**config.mk**
```make
export PLATFORM = sky130hd
export DESIGN_NAME = ifu_fetch
export DESIGN_NICKNAME = d
export VERILOG_FILES = /design/src/rtl/ifu_fetch.sv
export SDC_FILE = /design/constraint.sdc
export NUM_CORES = 1
export LEC_CHECK = 0
export BUFFER_PORTS_ARGS = -buffer_cell sky130_fd_sc_hd__buf_4
export CORE_MARGIN = 2
export CORE_UTILIZATION = 51
export CTS_CLUSTER_SIZE = 20
export DETAILED_ROUTE_END_ITERATION = 8
export MAX_ROUTING_LAYER = met4
export PLACE_DENSITY = 0.79
export SLEW_MARGIN = 25
export SYNTH_ARGS = -nofsm -noshare
export SYNTH_HDL_FRONTEND = slang
export SYNTH_SLANG_ARGS = --single-unit
```
**constraint.sdc**
```tcl
create_clock -name clk -period 2.8 [get_ports clk]
set_input_delay 0.28 -clock clk [delete_from_list [all_inputs] [get_ports clk]]
set_output_delay 0.28 -clock clk [all_outputs]
set_load 0.02 [all_outputs]
```
**src/rtl/ifu_fetch.sv**
```systemverilog
// Instruction-fetch stage: owns the PC, issues one imem request at a time and
// hands each returned instruction to decode over a valid/ready handshake.
module ifu_fetch #(
    parameter int unsigned     XLEN     = 32,
    parameter logic [XLEN-1:0] RESET_PC = XLEN'(32'h8000_0000)
) (
    input  logic            clk,
    input  logic            rst,
    output logic            imem_req_valid,
    input  logic            imem_req_ready,
    output logic [XLEN-1:0] imem_req_addr,
    input  logic            imem_rsp_valid,
    input  logic [31:0]     imem_rsp_data,
    output logic            inst_valid,
    input  logic            inst_ready,
    output logic [31:0]     inst,
    output logic [XLEN-1:0] inst_pc,
    input  logic            redirect_valid,
    input  logic [XLEN-1:0] redirect_pc
);

    localparam logic [1:0] ST_REQ  = 2'd0;
    localparam logic [1:0] ST_WAIT = 2'd1;
    localparam logic [1:0] ST_HOLD = 2'd2;

    logic [1:0]      state_q, state_d;
    logic [XLEN-1:0] pc_q, pc_d;
    logic [XLEN-1:0] req_pc_q, req_pc_d;
    logic            drop_q, drop_d;
    logic [31:0]     inst_q, inst_d;
    logic [XLEN-1:0] inst_pc_q, inst_pc_d;

    logic [XLEN-1:0] redirect_tgt;
    logic            req_fire;

    assign redirect_tgt = redirect_pc & ~XLEN'(3);
    assign req_fire     = (state_q == ST_REQ) && imem_req_ready;

    // Outputs decode only flopped state, so nothing combinational reaches them from inputs.
    assign imem_req_valid = (state_q == ST_REQ);
    assign imem_req_addr  = pc_q;
    assign inst_valid     = (state_q == ST_HOLD);
    assign inst           = inst_q;
    assign inst_pc        = inst_pc_q;

    always_ff @(posedge clk or negedge rst) begin
        if (!rst) begin
            state_q   <= ST_REQ;
            pc_q      <= RESET_PC;
            req_pc_q  <= '0;
            drop_q    <= 1'b0;
            inst_q    <= '0;
            inst_pc_q <= '0;
        end else begin
            state_q   <= state_d;
            pc_q      <= pc_d;
            req_pc_q  <= req_pc_d;
            drop_q    <= drop_d;
            inst_q    <= inst_d;
            inst_pc_q <= inst_pc_d;
        end
    end

    always_comb begin
        state_d   = state_q;
        pc_d      = pc_q;
        req_pc_d  = req_pc_q;
        drop_d    = drop_q;
        inst_d    = inst_q;
        inst_pc_d = inst_pc_q;

        case (state_q)
            ST_REQ: begin
                if (req_fire) begin
                    req_pc_d = pc_q;
                    pc_d     = pc_q + XLEN'(4);
                    state_d  = ST_WAIT;
                    // Request already left with the old pc; its response must be discarded.
                    if (redirect_valid) drop_d = 1'b1;
                end
            end
            ST_WAIT: begin
                if (imem_rsp_valid) begin
                    if (drop_q || redirect_valid) begin
                        drop_d  = 1'b0;
                        state_d = ST_REQ;
                    end else begin
                        inst_d    = imem_rsp_data;
                        inst_pc_d = req_pc_q;
                        state_d   = ST_HOLD;
                    end
                end else if (redirect_valid) begin
                    drop_d = 1'b1;
                end
            end
            ST_HOLD: begin
                if (inst_ready || redirect_valid) state_d = ST_REQ;
            end
            default: begin
                state_d = ST_REQ;
            end
        endcase

        // Redirect target always wins over the sequential pc+4.
        if (redirect_valid) pc_d = redirect_tgt;
    end

endmodule
```
==> impl_metrics.tcl <==
set metrics [dict create \
    status "finished, final reports clean" \
    core_sq_um 10200 \
    synth_top_area_frac 0.581 \
    io-pin-count 168 \
    pwr-share-seq 0.382 \
    yosys_warnings 0 \
    finalMaxSlewViolations 0 \
    die-area_sq_um 11300 \
    cts_made_buffers 17 \
    area_growth_pct 44.0 \
    drv_cap 0 \
    power_mw 7.75 \
    end_kind "flop" \
    fp-row-count 37 \
    fmax_mhz 428 \
    drc 0 \
    synthSimpleGateAreaFrac 0.161 \
    dr.pass1.iters 5 \
    clk_path_buf_depth 2 \
    cts.sinks 125 \
    wire_per_inst_um 16.6 \
    finalSetupTns_ns 0 \
    ant_nets 0 \
    min_period_over_period 0.834 \
    synth.mux.area_fraction 0.133 \
    netlist_area_sq_um 5340 \
    final_common_cell "buf_4" \
    period_needed_ns 2.34 \
    grt_pass1_wl_mm 22.0 \
    max-vdd-ir-drop_uv 569 \
    crit_arrival_ns 2.76 \
    cp_max_fo 14 \
    finalHoldViolCount 0 \
    antenna_found_initial 0 \
    avgSynthCellArea_sq_um 11.3 \
    comb_power_share 0.334 \
    die_height_um 106 \
    synth_cell_types 37 \
    synthTopCellsByArea "dfrtp_1 58%, mux2_2 13%, nand2_1 7.4%, or4_1 2.1%, a31oi_1 2.0%" \
    synth-seq-area-share 0.586 \
    worstSetupPathType "flop to flop" \
    nets 750 \
    grt_pass1_vias 4487 \
    cts_max_level 4 \
    clock-skew-final_ns 0.0109 \
    via_count 4439 \
    cp-start-kind "flop" \
    start_util 0.522 \
    clkPwrFrac 0.284 \
    grt_overflow 0 \
    drt_wl_total_mm 13.7 \
    intPower_mw 5.22 \
    grt_max_degree 64 \
    track_usage 0.259 \
    swShare 0.327 \
    yosys.area.top_type "dfrtp_1" \
    p_per_area_nw_per_um2 1010 \
    synthAdderAreaFrac 0.00234 \
    portBuffers 161 \
    synthFlopType "dfrtp_1" \
    synth_compound_area_frac 0.0619 \
    diodes 0 \
    syn_inst 473 \
    worstSkewPairLatency_ns 0.52 \
    dr.first_iter.drc_count 244 \
    placed_cells 749 \
    fin_cells 827 \
    avgViaCountPerCell 5.37 \
    synth-seq-cells 125 \
    synth_edf_count 0 \
    place.gp.congestion 0.849 \
    rsz0062_at_grt "no" \
    synth_top_family_by_area "simple AND/OR/NAND/NOR gates" \
    fillers 691 \
    slew_headroom 0.376 \
    hold_class "primary input to flop" \
    post_synth_xor_area_fraction 0.0197 \
    cts_tree "built" \
    synthArstFlopShare 1.00 \
    power_switching_mw 2.53 \
    final-setup-viol-count 0 \
    leakagePower_nw 3.64 \
    die_w_um 106 \
    cts_root_buf "clkbuf_8" \
    worst_pin_slew_ns 0.935 \
    final_cell_mix "166 x buf_4, 124 x dfrtp_1, 105 x nand2_1, 62 x mux2_2, 47 x dlygate4sd3_1" \
    drive_gt1_frac 0.385 \
    dpl.hpwl_mm 8.58 \
    critical_path_required_ns 3.23 \
    clk_pin_slew_ns 0.05 \
]
## cells in the mapped netlist (all sizes together), types with 2 or more instances
cell type  count
xor2           4
dfrtp        124
or2            3
or3            2
nor4           4
nor3           4
nor2          21
or4           17
buf           15
nand3         10
clkbuf        15
xnor2          8
nand4bb        2
nand2        105
mux2          62
a31oi         17
o41ai          2
o31ai         13
nand4          6
and2           2
and3           2
inv            8
o21ai         19
## critical path, stage by stage, from the launching register on
cell,delay [ns]
dfrtp_1,0.46
ha_1,0.26
nand4bb_4,0.16
or4_4,0.61
or4_1,0.55
a31oi_1,0.20
## path summary, 6_finish.rpt
kind,startpoint,endpoint,slack (ns),cells after the start
max,imem_req_addr[2],imem_req_addr[22],0.46,5
min,imem_rsp_data[29],inst[29],0.02,2
max reg2reg,imem_req_addr[2],imem_req_addr[22],0.46,5
min reg2reg,req_pc_q[12],req_pc_q[12],0.47,2
max in group asynchronous,rst,imem_req_addr[22],1.67,3
min in group asynchronous,rst,inst[24],0.30,2
## final cells by class
class | instances | area [sq um] | share of cell area
well taps | 136 | 170 | 0.0221
inverters | 8 | 30.0 | 0.00390
clock inverters | 8 | 140 | 0.0182
clock buffers | 23 | 447 | 0.0581
repair buffers | 214 | 1740 | 0.226
flip-flops and latches | 125 | 3130 | 0.407
multi-input cells | 313 | 2040 | 0.265
## through the flow
step,worst slack (ns),util,instance area (sq um),hold slack (ns)
after floorplan,0.535,-,5350,-0.0156
after global placement,0.597,0.649,6640,0.303
after detailed placement,0.547,0.649,6640,0.315
after CTS,0.463,0.749,7660,0.00142
after global routing,0.364,0.752,7690,0.000145
final,0.464,0.752,7690,0.0155
## power groups by stage
stage / Clock, mW / Sequential, mW / Combinational [mW]
2_1_floorplan: 0 / 3.49 / 0.848
3_3_place_gp: 0 / 2.92 / 2.48
3_5_place_dp: 0 / 2.98 / 2.53
4_1_cts: 2.22 / 2.95 / 2.59
5_1_grt: 2.30 / 3.05 / 2.78
6_report: 2.20 / 2.96 / 2.59
## sequential cells by signal (all words and copies together) (netlist names)
signal         count
inst_pc           30
req_pc_q          30
inst              32
drop_q             1
imem_req_addr     30
state_q            2
## layer usage
metal	global-route usage	part of all wire
met1	0.303	0.40
met2	0.428	0.52
met3	0.0613	0.049
met4	0.114	0.032
met5	-	0
## kinds of logic after synthesis
kind of cell               after synthesis
AOI/OAI and AO/OA                       53
DFF                                    125
xor gates and xnor gates                12
and+or+nand+nor                        180
other                                    1
muxes                                   63
adders and majority gates                1
buffers and inverters                   38
## repair_timing
item | in CTS | in global routing
gates resized for setup | 0 | 0
setup buffers | 0 | 0
endpoints found under the hold margin | 86 | 3
hold buffers | 44 | 3
(Power assumes the default switching activity.)
